**src/rtl/rtc_display_selector.sv**
```systemverilog
// Selects time/date sources (manual or scanned) into registered display fields, with an edit-field blink mask.
// One-clock latency from inputs to all outputs; no backpressure, so invalid or frozen sources simply hold the outputs.
module rtc_display_selector #(
   parameter int N_SRC       = 2,
   parameter int W           = 8,
   parameter int SCAN_TICKS  = 4,
   parameter int BLINK_TICKS = 2,
   localparam int SELW       = ($clog2(N_SRC) > 1) ? $clog2(N_SRC) : 1
) (
   input  logic                   clk,
   input  logic                   reset,
   input  logic [N_SRC*3*W-1:0]   time_in,
   input  logic [N_SRC*3*W-1:0]   date_in,
   input  logic [N_SRC-1:0]       ampm_in,
   input  logic [N_SRC-1:0]       src_valid,
   input  logic [SELW-1:0]        sel_time,
   input  logic [SELW-1:0]        sel_date,
   input  logic                   scan_en,
   input  logic                   tick,
   input  logic                   freeze,
   input  logic [2:0]             edit_field,
   output logic [W-1:0]           hora,
   output logic [W-1:0]           min,
   output logic [W-1:0]           seg,
   output logic [W-1:0]           dia,
   output logic [W-1:0]           mes,
   output logic [W-1:0]           year,
   output logic                   ampm,
   output logic [5:0]             blank_mask,
   output logic                   upd,
   output logic [SELW-1:0]        cur_src_t,
   output logic [SELW-1:0]        cur_src_d
);

   localparam int SCW = $clog2(SCAN_TICKS + 1);
   localparam int BCW = $clog2(BLINK_TICKS + 1);

   typedef enum logic {VISIBLE, BLANK} blink_t;

   logic [3*W-1:0]  t_arr [N_SRC];
   logic [3*W-1:0]  d_arr [N_SRC];
   logic [SELW-1:0] scan_idx;
   logic [SCW-1:0]  scan_cnt;
   logic            scan_q;
   logic [SELW-1:0] eff_t, eff_d;
   logic            ld_t, ld_d, t_chg, d_chg;
   blink_t          state;
   logic [BCW-1:0]  blink_cnt;
   logic [2:0]      edit_q;
   logic            editing;
   logic [5:0]      field_bit;

   for (genvar k = 0; k < N_SRC; k++) begin : g_unpack
      assign t_arr[k] = time_in[k*3*W +: 3*W];
      assign d_arr[k] = date_in[k*3*W +: 3*W];
   end

   // Out-of-range manual selects fall back to source 0.
   function automatic logic [SELW-1:0] clamp(input logic [SELW-1:0] s);
      return (int'(s) < N_SRC) ? s : '0;
   endfunction

   assign eff_t = scan_en ? scan_idx : clamp(sel_time);
   assign eff_d = scan_en ? scan_idx : clamp(sel_date);
   assign ld_t  = !freeze && src_valid[eff_t];
   assign ld_d  = !freeze && src_valid[eff_d];
   assign t_chg = ld_t && ({t_arr[eff_t], ampm_in[eff_t]} != {hora, min, seg, ampm});
   assign d_chg = ld_d && (d_arr[eff_d] != {dia, mes, year});

   always_ff @(posedge clk or negedge reset) begin
      if (!reset) begin
         scan_q   <= 1'b0;
         scan_idx <= '0;
         scan_cnt <= '0;
      end else begin
         scan_q <= scan_en;
         if (scan_en && !scan_q) begin
            scan_idx <= '0;
            scan_cnt <= '0;
         end else if (scan_en && tick) begin
            if (scan_cnt == SCW'(SCAN_TICKS - 1)) begin
               scan_cnt <= '0;
               scan_idx <= (scan_idx == SELW'(N_SRC - 1)) ? '0 : scan_idx + 1'b1;
            end else begin
               scan_cnt <= scan_cnt + 1'b1;
            end
         end
      end
   end

   always_ff @(posedge clk or negedge reset) begin
      if (!reset) begin
         {hora, min, seg, dia, mes, year} <= '0;
         ampm      <= 1'b0;
         upd       <= 1'b0;
         cur_src_t <= '0;
         cur_src_d <= '0;
      end else begin
         cur_src_t <= eff_t;
         cur_src_d <= eff_d;
         if (ld_t) begin
            {hora, min, seg} <= t_arr[eff_t];
            ampm             <= ampm_in[eff_t];
         end
         if (ld_d) begin
            {dia, mes, year} <= d_arr[eff_d];
         end
         upd <= t_chg || d_chg;
      end
   end

   assign editing = (edit_field != 3'd0) && (edit_field != 3'd7);

   always_comb begin
      field_bit = '0;
      case (edit_field)
         3'd1:    field_bit = 6'b100000;
         3'd2:    field_bit = 6'b010000;
         3'd3:    field_bit = 6'b001000;
         3'd4:    field_bit = 6'b000100;
         3'd5:    field_bit = 6'b000010;
         3'd6:    field_bit = 6'b000001;
         default: field_bit = 6'b000000;
      endcase
   end

   // The mask is updated alongside the state so it always reflects the state being entered.
   always_ff @(posedge clk or negedge reset) begin
      if (!reset) begin
         state      <= VISIBLE;
         blink_cnt  <= '0;
         edit_q     <= 3'd0;
         blank_mask <= '0;
      end else begin
         edit_q <= edit_field;
         if ((edit_field != edit_q) || !editing) begin
            state      <= VISIBLE;
            blink_cnt  <= '0;
            blank_mask <= '0;
         end else if (tick) begin
            if (blink_cnt == BCW'(BLINK_TICKS - 1)) begin
               blink_cnt  <= '0;
               state      <= (state == VISIBLE) ? BLANK : VISIBLE;
               blank_mask <= (state == VISIBLE) ? field_bit : 6'b000000;
            end else begin
               blink_cnt <= blink_cnt + 1'b1;
            end
         end
      end
   end

endmodule

```
**config.mk**
```make
export PLATFORM = sky130hd
export DESIGN_NAME = rtc_display_selector
export DESIGN_NICKNAME = d
export VERILOG_FILES = /design/src/rtl/rtc_display_selector.sv
export SDC_FILE = /design/constraint.sdc
export NUM_CORES = 1
export LEC_CHECK = 0
export ABC_AREA = 1
export CAP_MARGIN = 10
export CORE_MARGIN = 5
export CORE_UTILIZATION = 30
export DETAILED_ROUTE_END_ITERATION = 6
export DONT_BUFFER_PORTS = 1
export HOLD_SLACK_MARGIN = 0.06
export PLACE_DENSITY_LB_ADDON = 0.25
export SLEW_MARGIN = 20
export SYNTH_ARGS = -nofsm -noshare
export SYNTH_HDL_FRONTEND = slang
export SYNTH_SLANG_ARGS = --single-unit
```
**constraint.sdc**
```tcl
create_clock -name clk -period 3.8 [get_ports clk]
set_input_delay 0.76 -clock clk [delete_from_list [all_inputs] [get_ports clk]]
set_output_delay 0.76 -clock clk [all_outputs]
set_load 0.01 [all_outputs]
```
# --- After elaboration in Yosys (flattened, before gate mapping) ---
# Cells that the tools add are included.
classes:
  add_sub_neg: 3
  n_lt_le_gt_ge: 4
  n_eq_ne: 12
  muxes: 33
  bitwise: 2
  reduce_logical: 19
op_table:
  columns: ["op", "count"]
  rows:
  - ["2-to-1 mux 24 bit", 6]
  - ["one-hot mux 6 bit (6 select lines)", 1]
  - ["!= test 25 bit", 1]
  - ["2-to-1 mux 6 bit", 4]
  - ["!= test 24 bit", 1]
  - ["2-to-1 mux 1 bit", 16]
  - ["equality test 3 x 2 -> 1 bit (second input constant)", 3]
  - ["equality test 3 bit (second input constant)", 3]
  - ["2-to-1 mux 3 bit", 3]
  - ["nonzero test 2 bit", 4]
  - ["logical AND 1 bit", 7]
  - ["2-to-1 mux 2 bit", 3]
  - ["greater-or-equal comparator 2 bit (second input constant)", 2]
  - ["less-than comparator 1 x 2 -> 1 bit (second input constant)", 2]
  - ["inverter 1 -> 2 bit", 2]
  - ["AND reduction 2 bit", 2]
  - ["adder 3 x 1 -> 3 bit (second input constant)", 1]
  - ["equality test 3 x 1 -> 1 bit (second input constant)", 1]
  - ["logical NOT 1 bit", 3]
  - ["!= test 3 bit", 1]
  - ["!= test 3 bit (second input constant)", 1]
  - ["nonzero test 3 bit", 1]
  - ["adder 2 x 1 -> 2 bit (second input constant)", 1]
  - ["equality test 2 x 1 -> 1 bit (second input constant)", 1]
  - ["other kinds (2)", 3]
word_totals:
  regBits: 69
  input_bits: 110
  output_inout_bits: 58
  wordCells: 90

# --- Logic depth before layout (Yosys ltp) ---
# Gate-level depths: netlist of run 1.
logic_depth:
  depth_word: 8
  mapped_depth: 15
  ltp_nobuf: 14

# --- Least setup slack after synthesis of run 1 ---
# OpenSTA, ideal clock, no wires.
synth_path:
  kind: "in2reg"
  from: "input scan_en"
  to: "register upd"
  setup_ps: 117
  arrival_ps: 1778
  setup_slack_ps: 1905
  cell_stages: 12
  n_path_buf: 2
  path_cell_list: "nand2_2 > buf_6 > buf_2 > nand3_1 > nand2_1 > nand2_1 > a21oi_1 > nand2_1 > nor2_1 > nand3_1 > nand2_1 > nand2_1"
synth_between:
  elab_chain_len: 8
  elab_cells_between_ends: 23
synth_lines:
  columns: ["element", "line_no", "rtl"]
  rows:
  - ["start, declared", "18", "input logic scan_en,"]
  - ["2-to-1 mux 1 bit (on tied branches)", "63, 64", null]
  - ["inverter 1 -> 2 bit (on tied branches)", "67, 68", null]
  - ["2-to-1 mux 24 bit (on tied branches) (3 in a row)", "67, 68", null]
  - ["!= test 25 bit / != test 24 bit (equally long branches)", "67, 68", null]
  - ["logical AND 1 bit (on tied branches)", "67, 68", null]
  - ["logical OR 1 bit *", "108", "upd <= t_chg || d_chg;"]
  - ["end signal, assigned", "108", null]
  - ["end, declared", "30", "output logic upd,"]
# Every way passes the cells marked *; elsewhere a longest branch is shown, timed or not. The select of a mux whose other input is x is not followed.
# A chain may end at the register's enable or synchronous reset.

# --- Final worst setup path of run 1 ---
# Ends and elaborated chain as after synthesis.

==> reports/results.tsv, run 1 <==
stage	metric	value	unit
synth	top cell types by occurrence after synthesis	nand2_1 (264), nand3_1 (116), inv_1 (73)	
clocking	clock buffers created by TritonCTS	9	
power	Static Leak	0.00249	uW
grt	GR Layer Usage met3	6.30	%
critical_path	critical path's top delay family	buffers and inverters	
critical_path	Worst Setup Path Type	in -> reg	
finish	fin util	33.2	%
finish	non-filler instance count after layout	843	
synth	prevailing post-synth register cell	dfrtp_1	
clocking	hold bufs inserted after CTS	0	
critical_path	data arrival at the endpoint of the critical path	2.63	ns
sta	setup total negative slack	0	ns
synth	Syn Area/Cell	6.59	um^2
sta	max-slew violation count	0	
grt	vias in the first global route	3990	
finish	layout cells sized above 1	4.40	%
critical_path	cells along the critical path	nand2_2 > buf_4 > nand2_8 > a211oi_4 > buf_4 > nand2_1 > nand2_1	
critical_path	Setup crit start kind	input port	
floorplan	effective utilization at floorplan	30.4	%
synth	multiplexer share of the synthesized area	0	%
critical_path	Worst setup EP type	flop	
critical_path	Critical Path Max Stage Delay	0.56	ns
critical_path	FF-to-FF path depth	7	
clocking	clock latency of the later-clocked register in the worst-skew pair	0.34	ns
critical_path	endpoint of the most critical register-to-register path	upd	
grt	total congestion overflow	0	
sta	setup repair after global routing missed its margin	false	
grt	number of antenna violations at the first check in global routing	0	
grt	largest net degree at the start of global routing	70	
clocking	number of clock sinks	69	
power	Design Power	3100	uW
detailed_routing	remaining routing DRC violations	0	
synth	syn_nets	776	
finish	area grow syn2layout	9.31	%
synth	combinational family with the most area after synthesis	simple AND/OR/NAND/NOR gates	
clocking	cts repair resizes	0	
synth	cell accounting for the most synthesized area	dfrtp_1	
synth	yosys warns	0	
finish	net total in the final layout	765	
synth	register bit total from synthesis	69	
clocking	Max clock buf depth	2	
floorplan	num ports	168	
grt	Most Used Layer, Global Route	met2	
synth	area of the mapped netlist	0.00438	mm^2
clocking	H-Tree Depth	3	
grt	met1 usage	16.7	%
grt	overall global routing resource usage	14.6	%
placed_design	PortBufs	0	
clocking	TritonCTS clock tree	yes	
detailed_routing	via density per instance	4.93	
synth	distinct cell type count of the synthesized netlist	24	
floorplan	die outline area	0.0171	mm^2
power	PD cells	647	mW/mm^2
synth	top-area cell type share of the netlist area	39.4	%
run_status	run status	finished, final reports clean	
synth	ranking of synthesized cells by area	dfrtp_1 (39%), nand2_1 (23%), nand3_1 (13%)	
power	peak supply drop	0.198	mV
critical_path	origin of the critical flop-to-flop path	scan_idx	
placed_design	final RePlAce weighted congestion	0.813	
placed_design	DP Cell Count	827	
min_path	Hold WC Path Type	in -> async	
clocking	Root Buffer	clkbuf_16	
sta	count of endpoints failing hold in the final timing report	0	
detailed_routing	Iter 0 DRT Violations	200	
sta	Relative slew margins	54.7	%
finish	number of diodes added for antenna fixing	0	
finish	Fill cells	1571	
floorplan	DIE WIDTH	131	um
sta	clk_skew	0.0107	ns
clocking	CTS clock-pin slew for the worst setup and hold paths	0.06	ns
critical_path	critical path peak fanout	55	
grt	wire length of the first global-routing pass	19.5	mm
critical_path	slack of the worst reg-to-reg path	1.45	ns
critical_path	required time of the critical path	4.07	ns
sta	Slew @ Worst Pin	0.679	ns
detailed_routing	detailed-routing iteration count for the pre-antenna-repair pass	4	
synth	sequential-to-total area share from yosys stat	39.4	%
sta	Final Cycle Share	62.1	%
detailed_routing	WL final	12.8	mm
synth	share of synthesized cell area in full adder, half adder and majority cells	0.285	%
floorplan	Core Region	0.0144	mm^2
sta	final count of negative-setup-slack endpoints	0	
critical_path	buffers and inverters on the worst path	2	
sta	final critical delay including setup and external delays	2.36	ns
detailed_routing	post-detailed-route wirelength per cell	15.2	um
floorplan	floorplan row count	44	
synth	complex-gate fraction of the synthesized area	7.99	%
synth	ys async rst share	100	%
grt	routing usage on met2	24.2	%
synth	area share of and/or/nand/nor cells after synthesis	40.9	%
synth	gate count after technology mapping	665	
synth	EDFF count, synth	0	
floorplan	die height	131	um
critical_path	Worst path slowest cell	buf_4	
synth	xor and xnor area share after synthesis	0.999	%
clocking	Post-CTS Setup Bufs	0	
detailed_routing	number of nets with antenna violations after routing	0	
detailed_routing	Vias	4157	
sta	FMAX	0.424	GHz
synth	most common cell in the synthesized netlist	nand2_1	
run	maxcap violations	0	
placed_design	detailed placer's ending HPWL	9.27	mm
## stage by stage
step | area, um^2 | worst slack [ns] | hold slack [ns]
finish | 4790 | 1.44 | 0.114
detailed placement | 4480 | 1.05 | 0.466
CTS | 4790 | 1.41 | 0.0926
floorplan | 4380 | 1.90 | 0.443
global placement | 4480 | 1.02 | 0.459
global route | 4790 | 1.23 | 0.0902
## worst reg2reg max path, stage by stage (launching register included)
cell      delay [ns]
dfrtp_1         0.39
nand2_2         0.08
buf_4           0.56
nand2_8         0.26
a211oi_4        0.26
buf_4           0.46
nand2_1         0.18
nand2_1         0.09
## power breakdown
group | internal, uW | switching [uW]
logic | 338 | 633
clock network | 544 | 335
registers | 945 | 307
total | 1830 | 1270
## registers in the layout (all words and copies together), names as in the netlist, 2 cells and up
| register | flops |
|---|---|
| blink_cnt | 2 |
| blank_mask | 6 |
| dia | 8 |
| mes | 8 |
| edit_q | 3 |
| scan_cnt | 3 |
| hora | 8 |
| min | 8 |
| seg | 8 |
| year | 8 |
## final cells by class
cell class	count	area, um^2	share of cell area (%)
multi-input cells	496	2210	46.2
flip-flops and latches	69	1730	36.0
inverters	74	278	5.80
clock buffers	11	253	5.28
well taps	184	230	4.81
clock inverters	5	58.8	1.23
repair buffers	4	30.0	0.627
## how the worst max path moves through the flow
stage	from	end	slack (ns)	depth (start not counted)
after floorplan	scan_en	upd	1.90	12
after global placement	scan_en	upd	1.02	13
after detailed placement	scan_en	upd	1.05	13
after CTS	scan_idx	upd	1.41	13
after global routing	scan_idx	dia[7]	1.23	7
final	scan_en	upd	1.44	7
## logic make-up after synthesis
logic type / after synthesis
flops: 69
fa+ha+maj: 1
xor+xnor: 5
compound gates: 66
buf+inv: 100
simple gates: 424
## metal layers
layer  vias up  part of all wire (%)
met5         -                     0
met4         0                   1.2
met3        12                    11
met2       152                    48
met1      1908                    40
li1       2085                     -
## cell usage in the layout (no fill, tap or decap), types with 2 or more instances in the layout
cell,netlist,routed
a211oi_4,0,2
a21oi_1,2,2
buf_4,4,4
clkbuf_16,0,9
clkbuf_8,0,2
clkinvlp_4,0,2
dfrtp_1,69,69
inv_1,73,73
nand2_1,264,264
nand2_2,3,3
nand3_1,116,116
nand3b_1,5,5
nor2_1,31,31
o21ai_0,51,51
o21ai_1,9,9
o31ai_1,2,2
xor2_1,5,5
No activity file was read; power rests on OpenSTA's default activity.
==> inputs of run 2 (changes only) <==
==> constraint.sdc (replaced) <==
create_clock -name clk -period 2 [get_ports clk]
set_input_delay 0.4 -clock clk [delete_from_list [all_inputs] [get_ports clk]]
set_output_delay 0.4 -clock clk [all_outputs]
set_load 0.01 [all_outputs]
==> run 2 against run 1 <==
Effect of this change: the run now ends with negative hold slack left; setup slack lost 1.3 ns; clock power grew 79%; cell count grew 0.47%; clock skew shrank 0.0044 ns; via count grew 0.65%; core utilization grew 0.72 points; first-iteration DRC count shrank 7.5%; highest routed layer unchanged; power grew 91%; sequential power grew 90%.
==> reports/results.tsv, run 2 (same netlist as run 1, synthesis figures left out) <==
stage	metric	value	unit	change
sta	hold_ws	-0.247	ns	was 0.114 ns
clocking	number of clock sinks	69		unchanged
critical_path	data arrival at the endpoint of the critical path	2.04	ns	was 2.63 ns
critical_path	critical path peak fanout	28		was 55
finish	Fill cells	1557		was 1571
finish	storage element area	0.00173	mm^2	unchanged
detailed_routing	via density per instance	4.94		was 4.93
run	maxcap violations	0		unchanged
detailed_routing	post-detailed-route wirelength per cell	15.5	um	was 15.2 um
grt	total congestion overflow	0		unchanged
placed_design	Setup Slack @ Placement	0.119	ns	was 1.05 ns
clocking	CTS clock-pin slew for the worst setup and hold paths	0.07	ns	was 0.06 ns
placed_design	PortBufs	0		unchanged
finish	layout cells sized above 1	5.28	%	was 4.40%
sta	max-slew violation count	0		unchanged
detailed_routing	detailed-routing iteration count for the pre-antenna-repair pass	5		was 4
clocking	Root Buffer	clkbuf_16		unchanged
finish	commonest non-fill, non-tap cells in the layout	nand2_1 (262), nand3_1 (116), inv_1 (73)		was nand2_1 (264), nand3_1 (116), inv_1 (73)
sta	setup total negative slack	0	ns	unchanged
floorplan	effective utilization at floorplan	30.4	%	unchanged
floorplan	floorplan row count	44		unchanged
grt	largest net degree at the start of global routing	70		unchanged
sta	Final Cycle Share	90.8	%	
power	Design Power	5910	uW	was 3100 uW
sta	clk_skew	0.00635	ns	was 0.0107 ns
power	PD cells	1210	mW/mm^2	was 647 mW/mm^2
clocking	clock latency of the later-clocked register in the worst-skew pair	0.34	ns	about the same
sta	min setup slack post-route	0.184	ns	was 1.44 ns
clocking	clock buffers created by TritonCTS	9		unchanged
placed_design	placement-stage cell area	0.00458	mm^2	was 0.00448 mm^2
floorplan	die height	131	um	unchanged
grt	wire length of the first global-routing pass	19.9	mm	was 19.5 mm
sta	Relative slew margins	62.7	%	was 54.7%
grt	number of antenna violations at the first check in global routing	0		unchanged
sta	FMAX	0.551	GHz	
grt	overall global routing resource usage	14.9	%	was 14.6%
finish	net total in the final layout	769		was 765
sta	count of endpoints failing hold in the final timing report	69		was 0
run_status	violated checks	negative hold slack		
detailed_routing	WL final	13.1	mm	was 12.8 mm
grt	vias in the first global route	3988		was 3990
sta	final critical delay including setup and external delays	1.82	ns	
floorplan	DIE WIDTH	131	um	unchanged
power	peak supply drop	0.458	mV	was 0.198 mV
critical_path	origin of the critical flop-to-flop path	scan_idx		unchanged
clocking	H-Tree Depth	3		unchanged
floorplan	num ports	168		unchanged
clocking	Post-CTS Setup Bufs	0		unchanged
sta	final count of negative-setup-slack endpoints	0		unchanged
clocking	TritonCTS clock tree	yes		unchanged
power	Static Leak	0.00253	uW	was 0.00249 uW
critical_path	Worst setup EP type	flop		unchanged
detailed_routing	remaining routing DRC violations	0		unchanged
finish	most common cell after layout, fill and taps aside	nand2_1		unchanged
critical_path	required time of the critical path	2.23	ns	was 4.07 ns
min_path	Hold WC Path Type	in -> async		unchanged
critical_path	FF-to-FF path depth	13		was 7
critical_path	slack of the worst reg-to-reg path	0.18	ns	was 1.45 ns
critical_path	endpoint of the most critical register-to-register path	upd		unchanged
placed_design	detailed placer's ending HPWL	9.41	mm	was 9.27 mm
finish	area used by multi-input combinational logic	0.00222	mm^2	was 0.00221 mm^2
clocking	Max clock buf depth	2		unchanged
finish	number of diodes added for antenna fixing	0		unchanged
critical_path	Worst Setup Path Type	reg -> reg		was in -> reg
detailed_routing	Iter 0 DRT Violations	185		was 200
floorplan	die outline area	0.0171	mm^2	unchanged
sta	Slew @ Worst Pin	0.554	ns	was 0.679 ns
critical_path	Setup crit start kind	flop		was input port
detailed_routing	Vias	4184		was 4157
finish	fin util	33.9	%	was 33.2%
finish	Final Instance Area	0.00489	mm^2	was 0.00479 mm^2
finish	area grow syn2layout	11.7	%	was 9.31%
placed_design	final RePlAce weighted congestion	0.825		was 0.813
detailed_routing	number of nets with antenna violations after routing	0		unchanged
floorplan	Core Region	0.0144	mm^2	unchanged
run_status	run status	finished, violations left		was finished, final reports clean
## run 2: cell types whose count changed in the layout (fill, tap and decap cells not counted)
| cell | delta |
|---|---|
| clkinvlp_4 | +1 |
| nand2_2 | +1 |
| clkinv_4 | -1 |
| nand2_1 | -2 |
| buf_12 | +6 |
| clkbuf_16 | +1 |
| clkbuf_8 | -2 |
| nand2_4 | +1 |
| buf_4 | -3 |
| inv_6 | +4 |
| bufinv_16 | -1 |
| clkinv_2 | -1 |
## run 2: worst max-delay path by stage
stage | from | slack [ns] | to | cells after the start
global placement | scan_en | 0.14 | upd | 13
global route | scan_idx | -0.004 | upd | 13
finish | scan_idx | 0.18 | upd | 13
detailed placement | scan_en | 0.12 | upd | 13
floorplan | scan_en | 0.46 | upd | 12
CTS | scan_idx | 0.13 | upd | 13
## run 2: worst max-delay path, cell delays in order, from the launching register on
cell and delay, ns:
dfrtp_1 0.41, nand2_4 0.13, buf_12 0.18, nand2_8 0.15, nand2_1 0.14, nand2_1 0.07
nand2_1 0.06, nand2_1 0.07, nor2_1 0.10, nand2_1 0.08, nor2_1 0.11, nand3_1 0.08
nand2_1 0.07, nand2_1 0.05
## run 2: stage by stage
| stage | cells | hold slack (ns) |
|---|---|---|
| after CTS | 846 | -0.266 |
| final | 847 | -0.247 |
| after global placement | 830 | 0.107 |
| after global routing | 847 | -0.268 |
| after floorplan | 665 | 0.104 |
| after detailed placement | 830 | 0.107 |
## run 2: layout make-up
type | instances | area share (%)
Inverter | 74 | 5.67
Timing Repair Buffer | 8 | 3.12
Clock buffer | 9 | 4.60
Clock inverter | 7 | 1.18
Tap cell | 184 | 4.70
Multi-Input combinational cell | 496 | 45.4
Sequential cell | 69 | 35.3
## run 2: repair_timing
item                                   CTS  global route
gates resized for setup                  0             3
endpoints found under the hold margin   69            69
setup endpoints to repair                0             1
## run 2: where the power goes
part           switching, uW  internal (uW)  total, uW
clock network            708            858       1570
registers                586           1790       2380
logic                   1230            741       1970
total                   2520           3390       5910
## run 2: per-layer routing
metal	GRT usage, %	wire (um)
met1	17.2	5310
met2	24.5	6080
met3	6.30	1480
met4	5.63	230
met5	0	0
==> inputs of run 3 (changes only) <==
--- a/config.mk
+++ b/config.mk
@@ -7,8 +7,9 @@
 export LEC_CHECK = 0
 export ABC_AREA = 1
 export CAP_MARGIN = 10
+export CORE_ASPECT_RATIO = 1.5
 export CORE_MARGIN = 5
-export CORE_UTILIZATION = 30
+export CORE_UTILIZATION = 58
 export DETAILED_ROUTE_END_ITERATION = 6
 export DONT_BUFFER_PORTS = 1
 export HOLD_SLACK_MARGIN = 0.06
==> run 3 against run 2 <==
Effect of this change: largest power group unchanged; design area is 1.8% lower; clock power down 26%; the run now ends clean; clock skew increased by 0.0041 ns; first-iteration DRC count decreased by 3.8%; fmax decreased by 1.5%; setup slack lost 0.028 ns; cell count down 8.7%; via count up 2.2%; sequential share of layout area increased by 0.65 points; critical path depth is 1 lower; global-route usage grew 11 points.
==> reports/results.tsv, run 3 (same netlist as run 1, synthesis figures left out) <==
stage	metric	value	unit	change
run_status	run status	finished, final reports clean		was finished, violations left
detailed_routing	remaining routing DRC violations	0		unchanged
placed_design	final RePlAce weighted congestion	0.786		was 0.825
finish	fin util	65.6	%	was 33.9%
sta	max-slew violation count	0		unchanged
critical_path	required time of the critical path	2.24	ns	was 2.23 ns
clocking	TritonCTS clock tree	yes		unchanged
critical_path	origin of the critical flop-to-flop path	scan_idx		unchanged
power	Static Leak	0.00255	uW	was 0.00253 uW
power	switching part of the total power	43.6	%	was 42.6%
finish	commonest non-fill, non-tap cells in the layout	nand2_1 (264), nand3_1 (116), inv_1 (73)		was nand2_1 (262), nand3_1 (116), inv_1 (73)
finish	layout cells sized above 1	5.65	%	was 5.28%
sta	count of endpoints failing hold in the final timing report	0		was 69
critical_path	slack of the worst reg-to-reg path	0.16	ns	was 0.18 ns
floorplan	num ports	168		unchanged
floorplan	die outline area	0.00943	mm^2	was 0.0171 mm^2
critical_path	critical path's top delay family	simple AND/OR/NAND/NOR gates		unchanged
placed_design	PortBufs	0		unchanged
sta	Final Cycle Share	92.2	%	was 90.8%
clocking	clock latency of the later-clocked register in the worst-skew pair	0.36	ns	was 0.34 ns
critical_path	Worst setup EP type	flop		unchanged
critical_path	cells along the critical path	nand2_4 > buf_4 > clkbuf_16 > nand3b_1 > nand3_1 > nand2_1 > nor2_1 > nand2_1 > nor2_1 > nand3_1 > nand2_1 > nand2_1		was nand2_4 > buf_12 > nand2_8 > nand2_1 > nand2_1 > nand2_1 > nand2_1 > nor2_1 > nand2_1 > nor2_1 > nand3_1 > nand2_1 > nand2_1
detailed_routing	via density per instance	5.53		was 4.94
detailed_routing	number of nets with antenna violations after routing	0		unchanged
grt	overall global routing resource usage	25.6	%	was 14.9%
critical_path	Worst Setup Path Type	reg -> reg		unchanged
run	maxcap violations	0		unchanged
critical_path	data arrival at the endpoint of the critical path	2.08	ns	was 2.04 ns
critical_path	Setup crit start kind	flop		unchanged
finish	most common cell after layout, fill and taps aside	nand2_1		unchanged
clocking	clock buffers created by TritonCTS	9		unchanged
sta	FMAX	0.542	GHz	was 0.551 GHz
finish	net total in the final layout	779		was 769
floorplan	floorplan row count	38		was 44
sta	setup total negative slack	0	ns	unchanged
floorplan	effective utilization at floorplan	59.9	%	was 30.4%
clocking	H-Tree Depth	3		unchanged
detailed_routing	WL final	11.8	mm	was 13.1 mm
critical_path	Worst path slowest cell	dfrtp_1		unchanged
min_path	Hold WC Path Type	in -> reg		was in -> async
floorplan	DIE WIDTH	81.0	um	was 131 um
sta	Relative slew margins	64.4	%	was 62.7%
sta	setup repair after global routing missed its margin	false		
critical_path	critical path peak fanout	23		was 28
min_path	Worst Hold Depth	1		
floorplan	die height	116	um	was 131 um
detailed_routing	post-detailed-route wirelength per cell	15.3	um	was 15.5 um
min_path	hold worst-path end	blank_mask[3]		
placed_design	detailed placer's ending HPWL	8.36	mm	was 9.41 mm
placed_design	Setup Slack @ Placement	0.0203	ns	was 0.119 ns
critical_path	endpoint of the most critical register-to-register path	upd		unchanged
sta	final critical delay including setup and external delays	1.84	ns	was 1.82 ns
clocking	CTS clock-pin slew for the worst setup and hold paths	0.08	ns	was 0.07 ns
critical_path	buffers and inverters on the worst path	2		was 1
power	combinational group share of total power	36.7	%	was 33.3%
detailed_routing	Vias	4275		was 4184
power	peak supply drop	0.659	mV	was 0.458 mV
critical_path	Critical Path Max Stage Delay	0.41	ns	about the same
sta	min setup slack post-route	0.156	ns	was 0.184 ns
min_path	startpoint of the tightest hold check path	edit_field[2]		
power	P_sw	2430	uW	was 2520 uW
power	Design Power	5580	uW	was 5910 uW
grt	largest net degree at the start of global routing	70		unchanged
sta	final count of negative-setup-slack endpoints	0		unchanged
grt	total congestion overflow	0		unchanged
power	sequential cell fraction of total power	42.4	%	was 40.2%
grt	vias in the first global route	4216		was 3988
finish	area grow syn2layout	9.65	%	was 11.7%
sta	clk_skew	0.0104	ns	was 0.00635 ns
critical_path	cell occurring most often along the worst timing path	nand2_1		unchanged
placed_design	placement-stage cell area	0.00445	mm^2	was 0.00458 mm^2
power	clock network fraction of design power	20.8	%	was 26.5%
sta	Slew @ Worst Pin	0.529	ns	was 0.554 ns
finish	Final Instance Area	0.00481	mm^2	was 0.00489 mm^2
power	PD cells	1160	mW/mm^2	was 1210 mW/mm^2
finish	number of diodes added for antenna fixing	0		unchanged
grt	number of antenna violations at the first check in global routing	0		unchanged
clocking	number of clock sinks	69		unchanged
detailed_routing	detailed-routing iteration count for the pre-antenna-repair pass	5		unchanged
critical_path	FF-to-FF path depth	12		was 13
clocking	Max clock buf depth	2		unchanged
detailed_routing	Iter 0 DRT Violations	178		was 185
floorplan	Core Region	0.00732	mm^2	was 0.0144 mm^2
grt	wire length of the first global-routing pass	19.0	mm	was 19.9 mm
power	internal power	3150	uW	was 3390 uW
clocking	Root Buffer	clkbuf_8		was clkbuf_16
==> run 3: cell types whose count changed in the layout (fill, tap and decap cells not counted), moves of 2 or more <==
cell,change
clkbuf_16,-8
nand2_1,+2
clkbuf_8,+9
inv_6,-4
clkinv_4,+3
buf_4,+4
nand2_2,-2
buf_12,-2
dlygate4sd3_1,+5
==> run 3: per-stage QoR <==
step           cells  hold slack [ns]
5_1_grt          773            0.134
2_1_floorplan    665            0.104
3_5_place_dp     746            0.106
4_1_cts          766           -0.284
3_3_place_gp     746            0.106
6_report         773            0.144
==> run 3: timing repair <==
item                                   in CTS  in global routing
buffers inserted                            0                  2
hold buffers                                4                  2
setup endpoints to repair                   0                  1
endpoints found under the hold margin      73                 69
resized for setup                           0                  1
==> run 3: layer usage <==
| metal | share of wire, % | GRT usage [%] |
|---|---|---|
| met1 | 36 | 28.8 |
| met2 | 52 | 44.8 |
| met3 | 10 | 7.56 |
| met4 | 2.5 | 10.8 |
| met5 | 0 | 0 |
==> run 3: final cells by class <==
class	count	area (um^2)
fill	645	2520
inverter	74	278
tap	100	125
timing repair buffer	17	245
clock buffer	9	124
multi-input combinational	497	2230
sequential	69	1730
clock inverter	7	76.3
==> run 3: power by group through the flow <==
stage / sequential (uW) / clock, uW / combinational [uW]
finish: 2370 / 1160 / 2050
global route: 2430 / 1250 / 2410
CTS: 2370 / 1190 / 1910
detailed placement: 2400 / 0 / 1900
global placement: 2380 / 0 / 1810
floorplan: 2250 / 0 / 1580
==> run 3: how the worst max path moves through the flow <==
stage          slack, ns     start  end  cells past startpoint
6_report            0.16  scan_idx  upd                     12
3_3_place_gp        0.03   scan_en  upd                     13
3_5_place_dp        0.02   scan_en  upd                     13
2_1_floorplan       0.46   scan_en  upd                     12
4_1_cts             0.01  scan_idx  upd                     13
5_1_grt             0.02  scan_idx  upd                     13
==> run 3: worst reg2reg max path: stages (launching register included) <==
cell and delay [ns]:
dfrtp_1 0.41, nand2_4 0.11, buf_4 0.15, clkbuf_16 0.20
nand3b_1 0.12, nand3_1 0.09, nand2_1 0.06, nor2_1 0.11
nand2_1 0.07, nor2_1 0.11, nand3_1 0.11, nand2_1 0.12
nand2_1 0.07
